`src/rtl/branch_feedback_queue.sv`:
```
// rtl/branch_feedback_queue.sv - in-order branch prediction feedback queue driving predictor updates and mispredict flushes
// Optional retirement/miss counters are enabled with BRANCH_FEEDBACK_STATS_EN.
module branch_feedback_queue #(
  parameter int DEPTH_WIDTH = 3,
  parameter int LOCAL_WIDTH = 10
) (
  input  logic                   clk_in,
  input  logic                   rst_in,
  input  logic                   rdy_in,
  input  logic                   push_valid_in,
  input  logic [31:0]            push_pc_in,
  input  logic                   push_pred_in,
  input  logic [31:0]            push_alt_pc_in,
  output logic [DEPTH_WIDTH-1:0] push_tag_out,
  output logic                   full_out,
  output logic                   empty_out,
  input  logic                   resolve_valid_in,
  input  logic [DEPTH_WIDTH-1:0] resolve_tag_in,
  input  logic                   resolve_taken_in,
  input  logic                   flush_in,
  output logic [LOCAL_WIDTH-1:0] instr_addr_out,
  output logic                   transition_signal_out,
  output logic                   correctness_out,
  output logic                   flush_out,
  output logic [31:0]            redirect_pc_out
`ifdef BRANCH_FEEDBACK_STATS_EN
  ,
  output logic [31:0]            branch_cnt_out,
  output logic [31:0]            miss_cnt_out
`endif
);

  localparam int DEPTH = 1 << DEPTH_WIDTH;
  localparam logic [DEPTH_WIDTH:0] FULL_COUNT = {1'b1, {DEPTH_WIDTH{1'b0}}};

  typedef enum logic [1:0] {
    ST_RUN    = 2'd0,
    ST_UPDATE = 2'd1,
    ST_FLUSH  = 2'd2
  } state_t;

  state_t state_q, state_next;

  logic [DEPTH-1:0]       valid_q, resolved_q, pred_q, taken_q;
  logic [LOCAL_WIDTH-1:0] idx_q    [DEPTH];
  logic [31:0]            alt_pc_q [DEPTH];
  logic [DEPTH_WIDTH-1:0] head_q, tail_q;
  logic [DEPTH_WIDTH:0]   count_q;

  logic head_ready, head_match;
  logic do_load_addr, do_update, do_clear, do_flush_strobe;
  logic push_accept, resolve_accept;
  logic unused_pc_bits;

  // Only the predictor index bits of the PC are ever needed after push.
  assign unused_pc_bits = ^{push_pc_in[31:LOCAL_WIDTH+2], push_pc_in[1:0]};

  assign full_out     = (count_q == FULL_COUNT);
  assign empty_out    = (count_q == '0);
  assign push_tag_out = tail_q;

  assign head_ready = valid_q[head_q] && resolved_q[head_q];
  assign head_match = (pred_q[head_q] == taken_q[head_q]);

  always_comb begin
    state_next      = state_q;
    do_load_addr    = 1'b0;
    do_update       = 1'b0;
    do_clear        = 1'b0;
    do_flush_strobe = 1'b0;
    case (state_q)
      ST_RUN: begin
        if (flush_in) begin
          do_clear = 1'b1;
        end else if (head_ready) begin
          do_load_addr = 1'b1;
          state_next   = ST_UPDATE;
        end
      end
      ST_UPDATE: begin
        if (flush_in) begin
          do_clear   = 1'b1;
          state_next = ST_RUN;
        end else begin
          do_update  = 1'b1;
          state_next = head_match ? ST_RUN : ST_FLUSH;
        end
      end
      ST_FLUSH: begin
        do_clear        = 1'b1;
        do_flush_strobe = 1'b1;
        state_next      = ST_RUN;
      end
      default: state_next = ST_RUN;
    endcase
    push_accept    = push_valid_in && !full_out && !do_clear;
    resolve_accept = resolve_valid_in && valid_q[resolve_tag_in] && !do_clear;
  end

  always_ff @(posedge clk_in) begin
    if (!rst_in) begin
      state_q               <= ST_RUN;
      valid_q               <= '0;
      resolved_q            <= '0;
      pred_q                <= '0;
      taken_q               <= '0;
      head_q                <= '0;
      tail_q                <= '0;
      count_q               <= '0;
      instr_addr_out        <= '0;
      transition_signal_out <= 1'b0;
      correctness_out       <= 1'b0;
      flush_out             <= 1'b0;
      redirect_pc_out       <= '0;
    end else if (rdy_in) begin
      state_q               <= state_next;
      transition_signal_out <= do_update;
      flush_out             <= do_flush_strobe;
      if (do_load_addr) instr_addr_out <= idx_q[head_q];
      if (do_update) begin
        correctness_out <= head_match;
        if (!head_match) redirect_pc_out <= alt_pc_q[head_q];
      end
      if (do_clear) begin
        valid_q <= '0;
        head_q  <= '0;
        tail_q  <= '0;
        count_q <= '0;
      end else begin
        if (resolve_accept) begin
          resolved_q[resolve_tag_in] <= 1'b1;
          taken_q[resolve_tag_in]    <= resolve_taken_in;
        end
        if (do_update) begin
          valid_q[head_q] <= 1'b0;
          head_q          <= head_q + 1'b1;
        end
        if (push_accept) begin
          valid_q[tail_q]    <= 1'b1;
          resolved_q[tail_q] <= 1'b0;
          pred_q[tail_q]     <= push_pred_in;
          tail_q             <= tail_q + 1'b1;
        end
        case ({push_accept, do_update})
          2'b10:   count_q <= count_q + 1'b1;
          2'b01:   count_q <= count_q - 1'b1;
          default: count_q <= count_q;
        endcase
      end
    end
  end

  // Payload storage needs no reset; valid bits gate every read.
  always_ff @(posedge clk_in) begin
    if (rst_in && rdy_in && push_accept) begin
      idx_q[tail_q]    <= push_pc_in[LOCAL_WIDTH+1:2];
      alt_pc_q[tail_q] <= push_alt_pc_in;
    end
  end

`ifdef BRANCH_FEEDBACK_STATS_EN
  always_ff @(posedge clk_in) begin
    if (!rst_in) begin
      branch_cnt_out <= '0;
      miss_cnt_out   <= '0;
    end else if (rdy_in && do_update) begin
      branch_cnt_out <= branch_cnt_out + 32'd1;
      if (!head_match) miss_cnt_out <= miss_cnt_out + 32'd1;
    end
  end
`endif

endmodule

```
`config.mk`:
```
export PLATFORM = sky130hd
export DESIGN_NAME = branch_feedback_queue
export DESIGN_NICKNAME = d
export VERILOG_FILES = /design/src/rtl/branch_feedback_queue.sv
export SDC_FILE = /design/constraint.sdc
export NUM_CORES = 1
export LEC_CHECK = 0
export BUFFER_PORTS_ARGS = -buffer_cell sky130_fd_sc_hd__buf_2
export CORE_MARGIN = 3
export CORE_UTILIZATION = 55
export CTS_BUF_LIST = sky130_fd_sc_hd__clkbuf_8
export DETAILED_ROUTE_END_ITERATION = 7
export GPL_ROUTABILITY_DRIVEN = 0
export PLACE_DENSITY = 0.88
export SYNTH_ARGS = -nofsm -noshare
export SYNTH_HDL_FRONTEND = slang
export SYNTH_SLANG_ARGS = --single-unit
```
`constraint.sdc`:
```
create_clock -name clk_in -period 4.69 [get_ports clk_in]
set_input_delay 0.2345 -clock clk_in [delete_from_list [all_inputs] [get_ports clk_in]]
set_output_delay 0.2345 -clock clk_in [all_outputs]
set_load 0.005 [all_outputs]
```
Yosys cells after proc, flatten, opt, wreduce, memory -nomap -nowiden
Memory sizes are Yosys's and may differ from the RTL's. A register that Yosys moved wholly into a read port is not among the register bits.
Index checks and enable logic that the tools add are counted.
{"block": "op_classes", "order_cmp": 6, "bitwise_logic": 8, "n_eq_ne": 8, "reduce_logical": 30, "n_addsub": 4, "muxes": 50}
{"op": "$mux W8", "count": 11}
{"op": "$mux W1", "count": 17}
{"op": "$and A8 B8 Y8", "count": 2}
{"op": "$bwmux W8", "count": 2}
{"op": "$not A8 Y8", "count": 2}
{"op": "$or A8 B8 Y8", "count": 2}
{"op": "$bmux W1 S3", "count": 5}
{"op": "$lt A3 B4 Y1 const B", "count": 3}
{"op": "$mux W3", "count": 4}
{"op": "$reduce_and A2 Y1", "count": 6}
{"op": "$reduce_and A3 Y1", "count": 4}
{"op": "$logic_and A1 B1 Y1", "count": 10}
{"op": "$demux W1 S3", "count": 3}
{"op": "$ge A3 B1 Y1 const B", "count": 3}
{"op": "$mux W2", "count": 4}
{"op": "$pmux W4 S2", "count": 1}
{"op": "$add A3 B1 Y3 const B", "count": 2}
{"op": "$add A4 B1 Y4 const B", "count": 1}
{"op": "$eq A2 B1 Y1 const B", "count": 2}
{"op": "$eq A2 B2 Y1 const B", "count": 2}
{"op": "$eq A4 B4 Y1 const B", "count": 1}
{"op": "$logic_not A1 Y1", "count": 4}
{"op": "$logic_not A4 Y1", "count": 1}
{"op": "$mux W4", "count": 1}
{"op": "other kinds (10)", "count": 13}
{"block": "totals", "output_inout_bits": 50, "input_bits": 75, "ff_bits": 47, "ram_bits": 336, "memories": 2}
{"memory": "alt_pc_q", "depth": 8, "word_bits": 32, "read_ports": 1, "rd_ports_with_merged_regs": 1, "wr": 1, "line": "46", "text": "logic [31:0] alt_pc_q [DEPTH];"}
{"memory": "idx_q", "depth": 8, "word_bits": 10, "read_ports": 1, "rd_ports_with_merged_regs": 1, "wr": 1, "line": "45", "text": "logic [LOCAL_WIDTH-1:0] idx_q [DEPTH];"}

Depth between registers and ports, before layout
Gate-level depths: netlist (run 1).
{"block": "depth", "word_depth": 13, "depth_mapped": 10}

Worst setup path before layout (run 1)
Ideal clock, no wire load.
{"block": "synth_path", "kind": "flip-flop to flip-flop", "from": "reg state_q[1]", "to": "mem alt_pc_q[4][0], enable pin", "path_slack_ps": 209, "arrival_time_ps": 3986, "setup_ps": 496, "n_path_buf": 1, "path_stages_with_launch": 7, "cell_sequence": "dfxtp_1 buf_4 nand2b_1 nand3_2 nor2_1 nand3_1 nor3_1"}
{"block": "synth_via", "elab_chain_cells": 8, "elab_cells_between_ends": 10}
{"element": "start, declared", "line": "42", "text": "state_t state_q, state_next;"}
{"element": "start signal, assigned", "line": "116", "text": "state_q <= state_next;"}
{"element": "$eq A2 B1 Y1 / $logic_not A2 Y1 (equally long branches)", "line": "71", "text": "case (state_q)"}
{"element": "$reduce_or A2 Y1 (no line)"}
{"element": "$pmux W1 S2 (*)", "line": "71"}
{"element": "$logic_not A1 Y1 (*)", "line": "96", "text": "push_accept = push_valid_in && !full_out && !do_clear;"}
{"element": "$logic_and A1 B1 Y1 (*)", "line": "96"}
{"element": "$logic_and A1 B1 Y1 (*)", "line": "155", "text": "if (rst_in && rdy_in && push_accept) begin"}
{"element": "$mux W1 (*)", "line": "155"}
{"element": "$mux W1 (not written as such) (*)", "line": "157", "text": "alt_pc_q[tail_q] <= push_alt_pc_in;"}
{"element": "end, declared", "line": "46"}
Every way passes the cells marked *; elsewhere a longest branch is shown, timed or not.

Worst setup path after layout (run 1)
{"block": "layout_path", "from": "reg head_q[0]", "to": "reg instr_addr_out[7] (read register of idx_q)"}
{"block": "layout_via", "elab_chain_cells": 7, "elab_cells_between_ends": 9}
{"element": "start, declared", "line": "47", "text": "logic [DEPTH_WIDTH-1:0] head_q, tail_q;"}
{"element": "start signal, assigned", "line": "136", "text": "head_q <= head_q + 1'b1;"}
{"element": "$bmux W1 S3", "line": "62", "text": "assign head_ready = valid_q[head_q] && resolved_q[head_q];"}
{"element": "$mux W1 (not written as such)", "line": "62"}
{"element": "$logic_and A1 B1 Y1", "line": "62"}
{"element": "$mux W1", "line": "75", "text": "end else if (head_ready) begin"}
{"element": "$mux W1", "line": "73", "text": "if (flush_in) begin"}
{"element": "$mux W1", "line": "71"}
{"element": "$reduce_and A2 Y1 (no line)"}
{"element": "end, declared", "line": "21", "text": "output logic [LOCAL_WIDTH-1:0] instr_addr_out,"}
Several ways; a longest one is shown, not always the timed one. The select of a mux whose other input is x is not followed.
A chain may end at the register's enable or synchronous reset.

==> flow_summary.json, run 1 <==
{
  "clock_latency_ps": 600,
  "core_um2": 30990,
  "finalHoldViolCount": 0,
  "drtAntennaViolNets": 0,
  "finClkSkew_ps": 22.38,
  "cp-endpoint": "instr_addr_out[7]",
  "timing.fmax_mhz": 299.6,
  "p_switching_uw": 1557,
  "wl_per_cell_um": 20.72,
  "max_slew_margin_pct": 28.95,
  "pwr-share-clk_pct": 41.2,
  "crit_path_max_fanout": 59,
  "grt_pass1_wl_um": 58480,
  "finalCritPeriodShare_pct": 71.17,
  "ir_drop_v": 0.0002778,
  "r2r_cells": 6,
  "placed_area_um2": 18260,
  "setup_viol": 0,
  "dp_cells": 1640,
  "ys_seq_area_share_pct": 67.90,
  "synth_edf_count": 336,
  "hp-class": "input pin to flop",
  "syn_nets": 1284,
  "initial_utilization_pct": 56.42,
  "row_count": 64,
  "die_y_um": 184.3,
  "cts_buffers": 68,
  "synth_seq_cells": 425,
  "antenna_found_initial": 2,
  "first_iter_violations": 865,
  "cts_htree_levels": 3,
  "drv_slew": 0,
  "cp_num_buf_inv": 0,
  "cp_slowest_cell": "dfxtp_4",
  "io_pins": 125,
  "drcViolationCount": 0,
  "cp_slowest_stage_delay_ps": 900,
  "r2r_start": "head_q[0]",
  "crit_chain": "and2_1, o2bb2ai_1, a22oi_1, o21ai_0, nand4_1, mux2i_1",
  "syn_area_um2": 17480,
  "fin_total_pwr_uw": 7206,
  "critical_path_arrival_ps": 3810,
  "worstPathRequired_ps": 5160,
  "path_class": "flop to flop",
  "via_per_inst": 5.910,
  "routed_wl_um": 37480,
  "synth-main-ff-cell": "edfxtp_1",
  "grt_remaining_overflow": 0,
  "tns_ps": 0,
  "crit_family": "simple AND/OR/NAND/NOR gates",
  "critPathLaunchType": "flop",
  "sequentialPowerShare_pct": 56.5,
  "min_period_ps": 3338,
  "nNetsFinal": 1437,
  "grt_usage_pct": 22.03,
  "syn_inst": 1205,
  "clockBufferDepth": 3,
  "stdcell_area_um2": 19990,
  "clk_pin_slew_worst_paths_ps": 60,
  "rsz0062_at_grt": "false",
  "root_buffer": "clkbuf_8",
  "clock_sinks": 425,
  "avgSynthCellArea_um2": 14.51,
  "drv_cap": 0,
  "cp-end-kind": "flop",
  "ys_async_sr_fraction_pct": 0,
  "ys_warn_count": 0,
  "r2r_slack_ps": 1350,
  "combPwrFrac_pct": 2.3,
  "portBuffers": 102,
  "grt_max_degree": 74,
  "tritoncts": "built",
  "dr.pass1.iters": 5,
  "worstMarginPinSlew_ps": 1066,
  "vias": 10690,
  "power.density_nw_per_um2": 360.6,
  "intPower_uw": 5649,
  "p_leak_uw": 0.006830,
  "synthDistinctLibCells": 54,
  "dp_hpwl_um": 20130,
  "drive_gt1_share_pct": 24.93,
  "dieArea_um2": 33960,
  "r2r_end": "instr_addr_out[7]",
  "die_x_um": 184.3,
  "grt_pass1_vias": 11000,
  "power_switching_share_pct": 21.61,
  "instances_no_fill": 1809,
  "status": "finished clean",
  "syn2layout_area_growth_pct": 14.32,
  "cp_num_cells": 6,
  "crit_start": "head_q[0]"
}
==> worst register-to-register path, stage by stage (launching register included) <==
cell	delay, ps
dfxtp_4	900
and2_1	670
o2bb2ai_1	190
a22oi_1	110
o21ai_0	140
nand4_1	720
mux2i_1	500
==> cell families after synthesis <==
| family | after synthesis | synth area share [%] |
|---|---|---|
| XOR/XNOR | 4 | 0.2004 |
| flip-flops | 425 | 67.90 |
| buffers and inverters | 86 | 2.569 |
| multiplexers | 187 | 11.49 |
| AND/OR/NAND/NOR | 218 | 6.856 |
| AO/OA/AOI/OAI | 281 | 10.69 |
| adder cells (fa/ha/maj) | 4 | 0.2863 |
==> flip-flops by register name, indices dropped and copies added, names as in the netlist <==
| signal | cells |
|---|---|
| push_tag_out | 3 |
| count_q | 4 |
| resolved_q | 8 |
| idx_q | 80 |
| pred_q | 8 |
| alt_pc_q | 256 |
| valid_q | 8 |
| taken_q | 8 |
| flush_out | 1 |
| state_q | 2 |
| transition_signal_out | 1 |
| redirect_pc_out | 32 |
| correctness_out | 1 |
| head_q | 3 |
| instr_addr_out | 10 |
==> cell usage in the layout (no fill, tap or decap), types with 4 or more instances in the layout <==
cell	count
o21ai_2	22
nand3_1	41
nor3_1	6
ha_1	4
o221a_2	6
nand2b_1	16
o211a_1	11
nand2_1	45
inv_1	32
edfxtp_1	336
buf_4	15
a22oi_1	38
o21ai_0	71
clkbuf_8	77
nor2_4	6
mux2_2	66
nor2_1	37
nor2b_1	26
dlygate4sd3_1	44
mux2i_1	115
dfxtp_1	86
clkinv_2	5
clkinv_1	10
nand3_2	23
or3_1	4
mux4_2	4
a31o_2	8
a21boi_0	44
buf_2	101
a21oi_1	63
==> cells in the mapped netlist (all sizes together), types with 8 or more instances <==
master,n,share of area (%)
edfxtp,336,58
nor2b,26,0.93
nor2,43,0.92
dfxtp,89,10
nand2,46,1.0
o211a,11,0.63
nand2b,16,0.57
o21ai,93,3.1
buf,44,1.7
a31o,8,0.40
nand3,64,2.5
mux2,67,4.3
a21boi,48,2.1
nor3,9,0.32
clkbuf,34,0.73
mux2i,116,6.7
a21oi,63,1.8
inv,8,0.17
a22oi,38,1.6
==> per-layer routing <==
metal	up-vias	GRT usage, %	routed length [um]
li1	4925	-	-
met1	5250	27.93	15160
met2	428	37.12	18520
met3	86	5.210	2796
met4	2	8.376	1000
met5	-	0	7
==> how the worst min path moves through the flow <==
stage / startpoint / to / slack (ps) / cells past startpoint
floorplan: push_alt_pc_in[0] / alt_pc_q[0][0] / 330 / 0
global placement: redirect_pc_out[15] / redirect_pc_out[15] / 440 / 2
detailed placement: redirect_pc_out[27] / redirect_pc_out[27] / 450 / 2
CTS: rdy_in / flush_out / 50 / 3
global route: rdy_in / flush_out / 120 / 3
finish: rdy_in / flush_out / 80 / 3
==> through the flow <==
step | hold WS, ps | utilization, % | setup slack (ps)
2_1_floorplan | 333.4 | - | 208.7
3_3_place_gp | 442.5 | 58.93 | 1534
3_5_place_dp | 449.4 | 58.93 | 1468
4_1_cts | 46.15 | 64.49 | 1353
5_1_grt | 115.4 | 64.49 | 1156
6_report | 82.55 | 64.49 | 1352
==> area by class of cell <==
class	count	area, um^2
Timing Repair Buffer	161	1079
Antenna cell	1	2.502
Clock buffer	77	1060
Fill cell	2134	11000
Tap cell	396	495.5
Clock inverter	47	220.2
Inverter	8	30.03
Sequential cell	425	11880
Multi-Input combinational cell	694	5218
==> repair_timing <==
item                                    CTS  global route
endpoints found under the setup margin    0             0
hold buffers                             44             0
setup buffers                             0             0
hold endpoints to repair                348             0
resized for setup                         0             0
==> power groups by stage <==
stage / clock network, uW / logic, uW / registers, uW
after floorplan: 0 / 57.7 / 4150
after global placement: 0 / 126 / 4150
after detailed placement: 0 / 133 / 4150
after CTS: 3010 / 165 / 4070
after global routing: 3180 / 181 / 4070
final: 2970 / 167 / 4070
No activity file was read; power rests on OpenSTA's default activity.
==> run 2: changes to the inputs <==
--- a/config.mk
+++ b/config.mk
@@ -11,7 +11,7 @@
 export CTS_BUF_LIST = sky130_fd_sc_hd__clkbuf_8
 export DETAILED_ROUTE_END_ITERATION = 7
 export GPL_ROUTABILITY_DRIVEN = 0
-export PLACE_DENSITY = 0.88
+export PLACE_DENSITY = 0.85
 export SYNTH_ARGS = -nofsm -noshare
 export SYNTH_HDL_FRONTEND = slang
 export SYNTH_SLANG_ARGS = --single-unit
==> constraint.sdc (replaced) <==
create_clock -name clk_in -period 3.1 [get_ports clk_in]
set_input_delay 0.155 -clock clk_in [delete_from_list [all_inputs] [get_ports clk_in]]
set_output_delay 0.155 -clock clk_in [all_outputs]
set_load 0.005 [all_outputs]
==> run 2 against run 1 <==
Design area is 1.2% higher. Critical endpoint is now alt_pc_q[1][13]. Combinational power is 53% higher. Sequential power is 51% higher. Clock power is 50% higher. Sequential cell count stayed put. Die area stayed put. Utilization is 0.77 points higher.
==> flow_summary.json, run 2 (same netlist as run 1, synthesis figures left out) <==
{
  "status": "finished clean",
  "first_iter_violations": 900,
  "combPwrFrac_pct": 2.3,
  "syn2layout_area_growth_pct": 15.68,
  "antenna_cells": 0,
  "cp_num_buf_inv": 1,
  "die_x_um": 184.3,
  "dp_cells": 1648,
  "p_leak_uw": 0.006916,
  "final_cell_mix": "edfxtp_1, mux2i_1, buf_2",
  "finalHoldViolCount": 0,
  "worstPathRequired_ps": 3360,
  "min_period_ps": 2508,
  "pwr-share-clk_pct": 41.0,
  "clock_sinks": 425,
  "max_slew_margin_pct": 36.70,
  "holdPathEnd": "flush_out",
  "hp-class": "input pin to flop",
  "nNetsFinal": 1446,
  "root_buffer": "clkbuf_8",
  "seqCellArea_um2": 11880,
  "tritoncts": "built",
  "multiInputGateArea_um2": 5230,
  "initial_utilization_pct": 56.42,
  "r2r_slack_ps": 590,
  "instances_no_fill": 1817,
  "drcViolationCount": 0,
  "final_common_cell": "edfxtp_1",
  "clk_pin_slew_worst_paths_ps": 60,
  "worstHoldStart": "rdy_in",
  "cp_slowest_stage_delay_ps": 500,
  "grt_pass1_vias": 10820,
  "cp_slowest_cell": "dfxtp_1",
  "fillCellCount": 2145,
  "antenna_found_initial": 1,
  "hold_depth": 3,
  "reg_top3": "alt_pc_q: 256 flops, idx_q: 80 flops, redirect_pc_out: 32 flops",
  "r2r_end": "alt_pc_q[1][13]",
  "cp-end-kind": "flop",
  "dieArea_um2": 33960,
  "wl_per_cell_um": 20.27,
  "dr.pass1.iters": 5,
  "row_count": 64,
  "timing.fmax_mhz": 398.7,
  "r2r_cells": 6,
  "die_y_um": 184.3,
  "drive_gt1_share_pct": 25.19,
  "placed_area_um2": 18490,
  "largest_reg_flops": 256,
  "critical_path_arrival_ps": 2770,
  "grt_max_degree": 96,
  "power_switching_share_pct": 20.91,
  "intPower_uw": 8603,
  "path_class": "flop to flop",
  "finClkSkew_ps": 33.25,
  "crit_path_max_fanout": 17,
  "p_switching_uw": 2274,
  "power.density_nw_per_um2": 537.8,
  "clockBufferDepth": 3,
  "drtAntennaViolNets": 0,
  "ir_drop_v": 0.0004677,
  "portBuffers": 102,
  "rsz0062_at_grt": "false",
  "cts_buffers": 68,
  "via_per_inst": 5.902,
  "finalCritPeriodShare_pct": 80.91,
  "grt_pass1_wl_um": 57330,
  "io_pins": 125,
  "critPathLaunchType": "flop",
  "vias": 10720,
  "routed_wl_um": 36830,
  "core_um2": 30990,
  "clock_latency_ps": 590,
  "crit_chain": "nand2b_1, nand3_2, nor2_1, nand3_1, nor2_4, buf_12",
  "crit_start": "state_q[1]",
  "cts_htree_levels": 3,
  "drv_slew": 0,
  "crit_family": "simple AND/OR/NAND/NOR gates",
  "grt_usage_pct": 21.65,
  "drv_cap": 0,
  "r2r_start": "state_q[1]",
  "sequentialPowerShare_pct": 56.7,
  "worstMarginPinSlew_ps": 949.5,
  "stdcell_area_um2": 20220,
  "dp_hpwl_um": 20170,
  "grt_remaining_overflow": 0,
  "setup_viol": 0,
  "top_register": "alt_pc_q"
}
-- run 2: changes by cell type in the layout (fill, tap and decap cells not counted), sizes merged --
cell and delta:
dlygate4sd3 +1, diode -1, clkbuf +3, clkinvlp -1, buf +8, clkinv -2
-- run 2: repair_timing --
action,CTS,global route
gates resized for setup,0,0
hold buffers,45,0
setup buffers,0,0
hold endpoints to repair,356,0
-- run 2: stage by stage --
step | total power (uW) | setup TNS (ps) | setup WS (ps) | utilization (%) | hold slack (ps)
6_report | 10880 | 0 | 591.9 | 65.26 | 32.06
5_1_grt | 11250 | 0 | 385.8 | 65.26 | 51.80
4_1_cts | 10950 | 0 | 602.5 | 65.26 | 2.691
3_5_place_dp | 6486 | 0 | 618.1 | 59.65 | 422.9
3_3_place_gp | 6474 | 0 | 636.1 | 59.65 | 415.1
2_1_floorplan | 6373 | -65710 | -241.5 | - | 253.9
-- run 2: power groups by stage --
stage          clock network (uW)  logic, uW  registers, uW
3_3_place_gp                    0        193           6280
6_report                     4460        255           6160
4_1_cts                      4540        252           6160
5_1_grt                      4810        278           6160
2_1_floorplan                   0       87.5           6290
3_5_place_dp                    0        204           6280
-- run 2: worst min-delay path, stage by stage --
cell	delay, ps
buf_2	180
nor2b_1	130
o21a_1	110
-- run 2: how the worst max path moves through the flow --
stage	end	slack, ps	cells after the start
3_5_place_dp	count_q[3]	620	9
3_3_place_gp	count_q[3]	640	9
5_1_grt	count_q[3]	390	9
4_1_cts	count_q[3]	600	9
2_1_floorplan	alt_pc_q[5][0]	-240	6
6_report	alt_pc_q[1][13]	590	6
-- run 2: layer usage --
layer	track usage (%)	vias up	wire length [um]
met4	8.346	2	906
li1	-	4950	-
met5	0	-	13
met3	4.598	81	2633
met1	28.67	5291	15110
met2	35.47	400	18170
-- run 2: cell type report --
type | instances | area share (%)
well taps | 396 | 2.450
flip-flops and latches | 425 | 58.75
multi-input cells | 694 | 25.86
repair buffers | 170 | 6.422
clock inverters | 44 | 0.9218
clock buffers | 80 | 5.444
inverters | 8 | 0.1485
==> run 3: changes to the inputs <==
==> constraint.sdc (replaced) <==
create_clock -name clk_in -period 2.6 [get_ports clk_in]
set_input_delay 0.13 -clock clk_in [delete_from_list [all_inputs] [get_ports clk_in]]
set_output_delay 0.13 -clock clk_in [all_outputs]
set_load 0.005 [all_outputs]
==> run 3 against run 2 <==
Sequential cell count unchanged. Die area stayed put. Wire length grew 0.87%. Register-to-register slack worse by 410 ps. Largest cell class unchanged. Clock skew increased by 8.3 ps. Power increased by 20%. Clock-buffer cell count is 1 higher.
==> flow_summary.json, run 3 (same netlist as run 1, synthesis figures left out) <==
{
  "setup_viol": 0,
  "fillCellCount": 2112,
  "power.density_nw_per_um2": 642.2,
  "cp_slowest_stage_delay_ps": 630,
  "cts_resized": 0,
  "min_period_ps": 2414,
  "r2r_cells": 9,
  "dieArea_um2": 33960,
  "grt_usage_pct": 21.98,
  "finalCritPeriodShare_pct": 92.86,
  "drv_slew": 0,
  "die_x_um": 184.3,
  "vias": 10850,
  "critPathLaunchType": "flop",
  "critical_path_arrival_ps": 2920,
  "worstMarginPinSlew_ps": 747.8,
  "cts_buffers": 68,
  "drv_cap": 0,
  "crit_family": "simple AND/OR/NAND/NOR gates",
  "antenna_found_initial": 2,
  "tritoncts": "built",
  "cp_slowest_cell": "or4b_1",
  "final_common_cell": "edfxtp_1",
  "crit_start": "count_q[0]",
  "max_slew_margin_pct": 49.36,
  "placed_area_um2": 18530,
  "grt_pass1_wl_um": 58390,
  "cp-endpoint": "count_q[3]",
  "r2r_slack_ps": 190,
  "worstHoldStart": "resolve_tag_in[0]",
  "largest_reg_flops": 256,
  "path_class": "flop to flop",
  "cpMostUsedCell": "o21ai_0",
  "portBuffers": 102,
  "crit_chain": "or4b_1, a21boi_2, ha_1, o21ai_0, nand2b_1, mux2_1, nor3_1, o21ai_0, a21oi_1",
  "cp-end-kind": "flop",
  "root_buffer": "clkbuf_8",
  "reg_top3": "alt_pc_q: 256 flops, idx_q: 80 flops, redirect_pc_out: 32 flops",
  "grt_pass1_vias": 11150,
  "final_util_pct": 65.61,
  "drtAntennaViolNets": 0,
  "core_um2": 30990,
  "via_per_inst": 5.944,
  "timing.fmax_mhz": 414.2,
  "syn2layout_area_growth_pct": 16.30,
  "finClkSkew_ps": 41.55,
  "cp_num_buf_inv": 0,
  "fin_total_pwr_uw": 13060,
  "clock_sinks": 425,
  "r2r_start": "count_q[0]",
  "worstPathRequired_ps": 3110,
  "crit_path_max_fanout": 7,
  "cp_num_cells": 9,
  "clockBufferDepth": 3,
  "cts_htree_levels": 3,
  "rsz0062_at_grt": "false",
  "die_y_um": 184.3,
  "wl_per_cell_um": 20.35,
  "routed_wl_um": 37150,
  "r2r_end": "count_q[3]",
  "initial_utilization_pct": 56.42,
  "nNetsFinal": 1455,
  "final_cell_mix": "edfxtp_1, mux2i_1, buf_2",
  "p_leak_uw": 0.006960,
  "hp-class": "input pin to flop",
  "grt_max_degree": 73,
  "dr.pass1.iters": 6,
  "clk_pin_slew_worst_paths_ps": 60,
  "finalHoldViolCount": 0,
  "status": "finished clean",
  "drcViolationCount": 0,
  "top_register": "alt_pc_q",
  "grt_remaining_overflow": 0,
  "row_count": 64,
  "first_iter_violations": 731,
  "clock_latency_ps": 610,
  "ir_drop_v": 0.0004494,
  "io_pins": 125,
  "stdcell_area_um2": 20330,
  "drive_gt1_share_pct": 25.89,
  "dp_hpwl_um": 20770
}
## run 3: timing repair
action	4_1_cts	5_1_grt
buffers inserted	0	0
hold endpoints to repair	370	0
hold buffers	48	0
setup endpoints to repair	0	0
## run 3: worst min-delay path, stage by stage
cell	delay (ps)
buf_2	170
nor3_1	120
mux2i_1	150
nor2b_1	50
## run 3: worst min-delay path by stage
stage | end | cells past startpoint
finish | taken_q[0] | 4
detailed placement | alt_pc_q[2][19] | 1
CTS | taken_q[0] | 4
global placement | alt_pc_q[4][14] | 1
global route | taken_q[0] | 4
floorplan | alt_pc_q[0][0] | 0
## run 3: metrics by stage
stage	instances	setup slack [ps]	setup TNS [ps]	hold slack [ps]
after detailed placement	1654	204.4	0	396.4
after global routing	1826	26.56	0	120.0
after floorplan	1205	-49.56	-9296	228.9
after global placement	1654	244.3	0	386.9
after CTS	1825	191.4	0	66.70
final	1826	185.5	0	110.4
## run 3: layout make-up
type / instances / area [um^2] / share of cell area (%)
inverter: 8 / 30.03 / 0.1477
clock inverter: 42 / 203.9 / 1.003
tap: 396 / 495.5 / 2.437
timing repair buffer: 179 / 1361 / 6.695
multi-input combinational: 694 / 5243 / 25.78
sequential: 425 / 11880 / 58.44
clock buffer: 81 / 1115 / 5.483
antenna: 1 / 2.502 / 0.01231
## run 3: routing by layer
layer,global-route usage [%],up-vias,routed length [um]
li1,-,4977,-
met1,28.08,5389,15150
met2,37.12,398,18560
met3,4.401,88,2410
met4,8.920,2,1025
met5,0,-,13
## run 3: power breakdown
group          switching [uW]  internal [uW]  total, uW
Clock                    2550           2850       5400
Combinational             194            119        313
Sequential               9.62           7340       7350
